[src/rtl/vram_write_sched.sv]
// vram_write_sched
// Buffers bus writes aimed at VRAM and commits them to the VRAM address
// decoder only during vertical blanking, one entry per clock, in the
// order they were accepted.
//
// Build option: define WQ_VBLANK_BYPASS_EN to let a write that arrives
// during vblank with an empty queue skip the queue and commit on the
// next clock. Without it every write goes through the queue.

module vram_write_sched #(
    parameter int DEPTH = 16
) (
    input  logic                    clk,
    input  logic                    reset,
    input  logic                    chip_select,
    input  logic                    write,
    input  logic [11:0]             address,
    input  logic [31:0]             writedata,
    output logic                    waitrequest,
    input  logic                    vblank,
    output logic                    mem_write,
    output logic [11:0]             mem_addr,
    output logic [31:0]             mem_writedata,
    output logic [$clog2(DEPTH):0]  level,
    output logic                    busy
);

    localparam int AW = $clog2(DEPTH);
    localparam int LW = AW + 1;
    localparam int EW = 12 + 32;

    typedef enum logic [1:0] {
        ST_IDLE    = 2'd0,
        ST_WAIT_VB = 2'd1,
        ST_DRAIN   = 2'd2
    } state_t;

    state_t          r_state;
    logic            r_busy;
    logic [AW-1:0]   r_wr_ptr;
    logic [AW-1:0]   r_rd_ptr;
    logic [LW-1:0]   r_level;
    logic [EW-1:0]   r_queue [DEPTH];

    logic            r_mem_write;
    logic [11:0]     r_mem_addr;
    logic [31:0]     r_mem_writedata;

    logic            w_full;
    logic            w_empty;
    logic            w_wr_req;
    logic            w_accept;
    logic            w_bypass;
    logic            w_push;
    logic            w_pop;
    logic [LW-1:0]   w_level_next;
    logic [EW-1:0]   w_head;

    // Occupancy flags; level counts from 0 to DEPTH inclusive.
    assign w_full   = (r_level == LW'(DEPTH));
    assign w_empty  = (r_level == '0);

    // A bus write is only refused when the queue is already full at the
    // start of the cycle, even if a pop frees a slot on the same edge.
    assign w_wr_req    = chip_select & write;
    assign waitrequest = w_wr_req & w_full;
    assign w_accept    = w_wr_req & ~w_full;

    // Pops happen whenever the scheduler is armed (WAIT_VB or DRAIN) and
    // vblank is high; popping on the WAIT_VB->DRAIN edge uses every
    // blanking cycle. IDLE never pops, so a write landing in an empty
    // queue needs one cycle for the FSM to notice it.
    assign w_pop = vblank & ~w_empty & (r_state != ST_IDLE);

`ifdef WQ_VBLANK_BYPASS_EN
    // Empty queue during blanking: commit the bus write directly.
    assign w_bypass = w_accept & vblank & w_empty & ~w_pop;
`else
    assign w_bypass = 1'b0;
`endif

    assign w_push = w_accept & ~w_bypass;
    assign w_head = r_queue[r_rd_ptr];

    // Next occupancy; a simultaneous push and pop leave it unchanged.
    always_comb begin
        w_level_next = r_level;
        case ({w_push, w_pop})
            2'b10:   w_level_next = r_level + 1'b1;
            2'b01:   w_level_next = r_level - 1'b1;
            default: w_level_next = r_level;
        endcase
    end

    // Queue storage: written on push, read at the head pointer; contents
    // are don't-care after reset because the pointers and level clear.
    always_ff @(posedge clk) begin
        if (w_push) begin
            r_queue[r_wr_ptr] <= {address, writedata};
        end
    end

    // Pointers and occupancy; pointers wrap naturally modulo DEPTH.
    always_ff @(posedge clk or negedge reset) begin
        if (!reset) begin
            r_wr_ptr <= '0;
            r_rd_ptr <= '0;
            r_level  <= '0;
        end else begin
            if (w_push) begin
                r_wr_ptr <= r_wr_ptr + 1'b1;
            end
            if (w_pop) begin
                r_rd_ptr <= r_rd_ptr + 1'b1;
            end
            r_level <= w_level_next;
        end
    end

    // Scheduler FSM with registered busy flag.
    always_ff @(posedge clk or negedge reset) begin
        if (!reset) begin
            r_state <= ST_IDLE;
            r_busy  <= 1'b0;
        end else begin
            case (r_state)
                ST_IDLE: begin
                    if (!w_empty) begin
                        r_state <= vblank ? ST_DRAIN : ST_WAIT_VB;
                        r_busy  <= 1'b1;
                    end
                end
                ST_WAIT_VB: begin
                    if (vblank) begin
                        if (w_level_next == '0) begin
                            r_state <= ST_IDLE;
                            r_busy  <= 1'b0;
                        end else begin
                            r_state <= ST_DRAIN;
                            r_busy  <= 1'b1;
                        end
                    end
                end
                ST_DRAIN: begin
                    if (w_level_next == '0) begin
                        r_state <= ST_IDLE;
                        r_busy  <= 1'b0;
                    end else if (!vblank) begin
                        r_state <= ST_WAIT_VB;
                        r_busy  <= 1'b1;
                    end
                end
                default: begin
                    r_state <= ST_IDLE;
                    r_busy  <= 1'b0;
                end
            endcase
        end
    end

    // Commit port: one-cycle strobe per pop or bypass; address and data
    // hold their last committed values between strobes.
    always_ff @(posedge clk or negedge reset) begin
        if (!reset) begin
            r_mem_write     <= 1'b0;
            r_mem_addr      <= '0;
            r_mem_writedata <= '0;
        end else begin
            r_mem_write <= w_pop | w_bypass;
            if (w_pop) begin
                r_mem_addr      <= w_head[EW-1:32];
                r_mem_writedata <= w_head[31:0];
            end else if (w_bypass) begin
                r_mem_addr      <= address;
                r_mem_writedata <= writedata;
            end
        end
    end

    assign mem_write     = r_mem_write;
    assign mem_addr      = r_mem_addr;
    assign mem_writedata = r_mem_writedata;
    assign level         = r_level;
    assign busy          = r_busy;

endmodule
[config.mk]
export PLATFORM = sky130hd
export DESIGN_NAME = vram_write_sched
export DESIGN_NICKNAME = d
export VERILOG_FILES = /design/src/rtl/vram_write_sched.sv
export SDC_FILE = /design/constraint.sdc
export NUM_CORES = 1
export LEC_CHECK = 0
export BUFFER_PORTS_ARGS = -buffer_cell sky130_fd_sc_hd__buf_2
export CAP_MARGIN = 20
export CORE_ASPECT_RATIO = 0.9
export CORE_MARGIN = 4
export CORE_UTILIZATION = 66
export CTS_CLUSTER_DIAMETER = 40
export DETAILED_ROUTE_END_ITERATION = 8
export GPL_TIMING_DRIVEN = 0
export HOLD_SLACK_MARGIN = 0.03
export PLACE_DENSITY = 0.86
export SKIP_CTS_REPAIR_TIMING = 1
export SLEW_MARGIN = 25
export SYNTH_ARGS = -nofsm -noshare
export SYNTH_HDL_FRONTEND = slang
export SYNTH_SLANG_ARGS = --single-unit
[constraint.sdc]
create_clock -name clk -period 9.6 [get_ports clk]
set_input_delay 1.92 -clock clk [delete_from_list [all_inputs] [get_ports clk]]
set_output_delay 1.92 -clock clk [all_outputs]
set_load 0.1 [all_outputs]
-- Yosys cells after proc, flatten, opt, wreduce, memory -nomap -nowiden
Memory sizes are Yosys's and may differ from the RTL's. A register that Yosys moved wholly into a read port is not among the register bits.
Cells that the tools add are included.
- add/subtract/negate cells: 4
- equality and inequality tests: 8
- multiplexer cells: 16
- bitwise gates (word level): 7
- reductions and logical operators: 6
- operators by type and width (cell ; number):
    $mux W2 ; 6
    $logic_not A5 Y1 ; 2
    $pmux W5 S2 ; 1
    $add A4 B1 Y4 const B ; 2
    $mux W1 ; 7
    $pmux W2 S3 ; 1
    $add A5 B1 Y5 const B ; 1
    $and A1 B1 Y1 ; 5
    $eq A5 B5 Y1 const B ; 1
    $sub A5 B1 Y5 const B ; 1
    $eq A2 B1 Y1 const B ; 2
    $eq A2 B2 Y1 const B ; 2
    $ne A2 B2 Y1 const B ; 2
    $ne A3 B3 Y1 const B ; 1
    $pmux W1 S3 ; 1
    $reduce_and A3 Y1 ; 1
    $logic_not A2 Y1 ; 1
    $not A1 Y1 ; 2
    $reduce_bool A2 Y1 ; 1
    $logic_not A1 Y1 ; 1
- register bits after elaboration: 17
- bits in writable memories: 704
- output and inout port bits: 52
- memories kept: 1
- memory list (memory ; depth ; bits a word ; read ports ; clocked after memory_dff ; write ports ; RTL line ; RTL):
    r_queue ; 16 ; 44 ; 1 ; 1 ; 1 ; 43 ; logic [EW-1:0] r_queue [DEPTH];

-- Logic depth before layout (Yosys ltp)
- depth in word-level cells: 10
- depth in mapped cells: 17
- mapped depth without buffers: 15

-- Worst setup path after synthesis
OpenSTA, ideal clock, no wires.
- kind: input to output
- from: input chip_select
- to: output waitrequest
- data arrival time: 3272 ps
- data required time: 7680 ps
- setup slack: 4408 ps
- cell stages on the path: 2
- path buffers: 0
- path through: nand2_1 -> nor2_1
- cells in the longest elaborated chain, start to end: 2
- RTL lines (element ; RTL line ; RTL):
    start: declaration ; 15 ; input logic chip_select,
    $and A1 B1 Y1 ; 65 ; assign w_wr_req = chip_select & write;
    $and A1 B1 Y1 ; 66 ; assign waitrequest = w_wr_req & w_full;
    end: declaration ; 19 ; output logic waitrequest,
No other way between the ends.

-- Worst setup path after layout
- from: input vblank
- to: register r_state[1]
- cells in the longest elaborated chain, start to end: 8
- elaborated cells between the ends (all ways): 15
- RTL lines (element ; RTL line ; RTL):
    start: declaration ; 20 ; input logic vblank,
    $and A1 B1 Y1 (2 in a row) ; 73 ; assign w_pop = vblank & ~w_empty & (r_state != ST_IDLE);
    $eq A2 B1 Y1 or $eq A2 B2 Y1 (tied branches) ; 88 ; case ({w_push, w_pop})
    $pmux W5 S2 ; 88 ;
    $logic_not A5 Y1 ; 135, 145 ;
    $mux W2 ; 135 ; if (w_level_next == '0) begin
    $mux W2 ; 134 ; if (vblank) begin
    $pmux W2 S3 ; 126 ; case (r_state)
    end signal: assignment ; 129 ; r_state <= vblank ? ST_DRAIN : ST_WAIT_VB;
    end: declaration ; 38 ; state_t r_state;
Parallel ways exist; a longest one is shown, timed or not. The select of a mux whose other input is x is not followed.
A chain may end at the register's enable or synchronous reset.

==> impl_metrics.csv <==
group,metric,value,unit
run_status,status,"finished, final reports clean",
logic_synthesis,warnings_from_yosys,0,
logic_synthesis,synth.ff_latch_count,765,
sta,fmaxAchievable,199,MHz
routing,vias,15800,
sta,timing.final.crit_share,0.524,
die,initial_core_util,0.667,
logic_synthesis,synth_top_flop_cell,"sky130_fd_sc_hd__edfxtp_1",
logic_synthesis,yosysSeqAreaShare,0.772,
logic_synthesis,post_synth.cell_area_avg,22.3,µm²
pwr,power_report.internal_total,7.10,mW
logic_synthesis,syn-instance-count,1314,
logic_synthesis,netlist_area,0.0293,mm²
clock_tree,cts-buffers-inserted,83,
placement,dp.final_hpwl,40600,µm
logic_synthesis,synthDistinctLibCells,49,
cells_and_area,nets,1576,
setup_path,worstSetupEndpointType,"flip-flop",
routing,starting_drc_count_in_detailed_routing,2890,
global_route,grt_antenna_before_repair,4,
logic_synthesis,synth_top_area_cell,"sky130_fd_sc_hd__edfxtp_1",
placement,place_congestion,0.801,
clock_tree,clk_transition_reported_paths,0.06,ns
cells_and_area,n_fill_cell,2103,
logic_synthesis,synth_xor_xnor_area_share,0.00388,
global_route,overall_global_routing_usage,0.343,
pwr,power_frac_clock,0.302,
routing,detailed_routing_iteration_count_for_the_pre_antenna_repair_pass,5,
logic_synthesis,synth-async-reset-ratio,0.0797,
setup_path,timing.critical_path.from_type,"input pin",
job,cap_violations,0,
die,fp.dieArea,0.0479,mm²
global_route,grt_start_max_net_pins,41,
cells_and_area,layout.cells.most_common_list,"sky130_fd_sc_hd__edfxtp_1 (704), sky130_fd_sc_hd__mux4_2 (220), sky130_fd_sc_hd__nand2_1 (144)",
global_route,vias_in_the_first_global_route,16300,
setup_path,cp.arrival,5.54,ns
logic_synthesis,yosys.area.top_type_share,0.720,
routing,detail_route.vias_per_cell,7.21,
routing,drtAntennaViolNets,0,
pwr,power.switching_fraction,0.355,
logic_synthesis,muxShareOfSynthArea,0.170,
placement,port_buffers,100,
pwr,cellLeakagePower,11.4,nW
setup_path,timing.critical_path.fanout_max,10,
logic_synthesis,synth-compound-area-share,0.00900,
global_route,globalRoute.totalOverflow,0,
logic_synthesis,number_of_flops_mapped_to_enable_cells_by_yosys,704,
routing,postRouteWirelength,80000,µm
hold_path,worstHoldPathType,"flip-flop to flip-flop",
sta,report.final.setup_viol,0,
sta,final-max-slew-violation-count,0,
die,top_level_ports,101,
cells_and_area,synthToLayoutAreaGrowth,15.7,%
sta,finalHoldViolations,0,
die,dieWidth,230,µm
cells_and_area,final_common_cell,"sky130_fd_sc_hd__edfxtp_1",
global_route,global_route_wire_length_before_repair,116000,µm
sta,fin_worst_hold_slack,0.472,ns
sta,fin_tns_setup,0,ns
logic_synthesis,synth_fp_nets,1374,
clock_tree,tritoncts_clock_tree,"done",
logic_synthesis,post_synth_and_or_nand_nor_area_fraction,0.0288,
sta,unrepaired_setup_endpoints_after_global_routing,"no",
clock_tree,cts.root.buffer_cell,"sky130_fd_sc_hd__clkbuf_16",
routing,avgRoutedWirePerCell,36.5,µm
routing,drcViolationCount,0,
cells_and_area,post_route_cells_drive_above_1_share,0.341,
setup_path,timing.setup.critical_path_class,"input pin to flip-flop",
clock_tree,htreeDepth,3,
logic_synthesis,synth_top_family_by_area,"multiplexers",
die,num_rows,73,
pwr,p_seq_frac,0.369,
pwr,power.density,325,mW/mm²
sta,max_slew_margin,0.223,
logic_synthesis,netlist_top_cells_area,"sky130_fd_sc_hd__edfxtp_1 (72%), sky130_fd_sc_hd__mux4_2 (17%), sky130_fd_sc_hd__dfrtp_1 (5.2%)",
pwr,power_frac_comb,0.330,
logic_synthesis,yosys.area_share.adder,0.00469,
cells_and_area,area_of_the_multi_input_gates,0.00638,mm²
cells_and_area,seq_area,0.0227,mm²
setup_path,cp_data_required_time,10.11,ns
clock_tree,number_of_clock_sinks,765,
die,core,0.0440,mm²
sta,worst_slew_pin_slew,1.17,ns
clock_tree,worst_skew_pair.late_latency,0.63,ns
pwr,net-switching-power,3.92,mW
sta,clock-skew-final,0.0196,ns
pwr,peakVddDrop,0.237,mV
clock_tree,clock_path_buffers,3,
sta,final_period_minus_worst_setup_slack,5.03,ns
die,die_height,208,µm
## final cells by class
type,count,share of cell area
Clock buffer,97,0.0639
Antenna cell,6,0.000442
Multi-Input combinational cell,468,0.188
Buffer,70,0.00944
Inverter,11,0.00122
Tap cell,600,0.0221
Timing Repair Buffer,117,0.0268
Sequential cell,765,0.668
Clock inverter,59,0.0202
## path summary, 6_finish.rpt
kind	end	start	cells past startpoint	slack [ns]
max in group asynchronous	mem_writedata[25]$_DFFE_PN0P_	reset	2	7.75
min reg2reg	mem_addr[7]$_DFFE_PN0P_	mem_addr[7]$_DFFE_PN0P_	2	0.47
max reg2reg	r_state[1]$_DFFE_PN0P_	level[3]$_DFF_PN0_	15	5.27
min	mem_addr[7]$_DFFE_PN0P_	mem_addr[7]$_DFFE_PN0P_	2	0.47
max	r_state[1]$_DFFE_PN0P_	vblank	15	4.57
min in group asynchronous	mem_writedata[8]$_DFFE_PN0P_	reset	1	1.24
## metal layers
layer | track usage | wire (µm)
met3 | 0.0790 | 9500
met4 | 0.135 | 3450
met1 | 0.472 | 27200
met2 | 0.551 | 39900
met5 | 0 | 15
## registers in the layout, indices dropped and copies added, names as in the netlist
| register | count |
|---|---|
| r_queue | 704 |
| level | 5 |
| r_wr_ptr | 4 |
| r_rd_ptr | 4 |
| mem_write | 1 |
| r_state | 2 |
| busy | 1 |
| mem_writedata | 32 |
| mem_addr | 12 |
## through the flow
stage	std cells	area [µm²]	power, mW	utilization	setup WS, ns
6_report	2193	33900	11.0	0.771	4.57
5_1_grt	2189	33900	11.3	0.771	4.29
4_1_cts	2187	33900	11.0	0.770	4.55
3_5_place_dp	2031	31100	7.60	0.705	3.95
3_3_place_gp	2014	30600	7.42	0.695	3.97
2_1_floorplan	1314	29300	6.67	-	4.41
## Yosys cell counts, types with 2 or more instances
cell type / n
sky130_fd_sc_hd__ha_1: 11
sky130_fd_sc_hd__a21o_2: 2
sky130_fd_sc_hd__xnor2_1: 13
sky130_fd_sc_hd__nand2_1: 144
sky130_fd_sc_hd__mux4_2: 220
sky130_fd_sc_hd__nor3b_1: 2
sky130_fd_sc_hd__nand3_1: 5
sky130_fd_sc_hd__nand4_1: 2
sky130_fd_sc_hd__inv_1: 11
sky130_fd_sc_hd__nand3_2: 2
sky130_fd_sc_hd__edfxtp_1: 704
sky130_fd_sc_hd__o21ai_0: 4
sky130_fd_sc_hd__nor2_1: 10
sky130_fd_sc_hd__a21oi_1: 6
sky130_fd_sc_hd__buf_2: 7
sky130_fd_sc_hd__a22o_2: 2
sky130_fd_sc_hd__a32o_2: 3
sky130_fd_sc_hd__and2_1: 13
sky130_fd_sc_hd__clkbuf_1: 39
sky130_fd_sc_hd__and4_1: 4
sky130_fd_sc_hd__nor3_1: 2
sky130_fd_sc_hd__buf_1: 21
sky130_fd_sc_hd__dfrtp_1: 61
## power by group through the flow
stage	logic, mW	clock network [mW]	registers (mW)
floorplan	1.84	0	4.83
global placement	3.33	0	4.09
detailed placement	3.50	0	4.11
CTS	3.62	3.32	4.06
global route	3.78	3.49	4.08
finish	3.63	3.32	4.06
## critical path, stage by stage
cell and delay, ns:
sky130_fd_sc_hd__buf_2 0.13, sky130_fd_sc_hd__nor2b_1 0.26, sky130_fd_sc_hd__o21ai_0 0.23, sky130_fd_sc_hd__inv_1 0.15, sky130_fd_sc_hd__clkbuf_1 0.55, sky130_fd_sc_hd__ha_1 0.26
sky130_fd_sc_hd__clkbuf_1 0.29, sky130_fd_sc_hd__nor2_1 0.16, sky130_fd_sc_hd__a21boi_0 0.16, sky130_fd_sc_hd__a311o_1 0.33, sky130_fd_sc_hd__a21o_2 0.20, sky130_fd_sc_hd__a21oi_2 0.14
sky130_fd_sc_hd__o21ai_2 0.11, sky130_fd_sc_hd__a311o_2 0.42, sky130_fd_sc_hd__a32o_2 0.23
## logic make-up after synthesis
kind of cell | count (synthesis)
flops | 765
mux | 222
simple gates | 190
buf+inv | 81
compound gates | 32
xor+xnor | 13
fa+ha+maj | 11
Power figures use the tool's default switching activity.
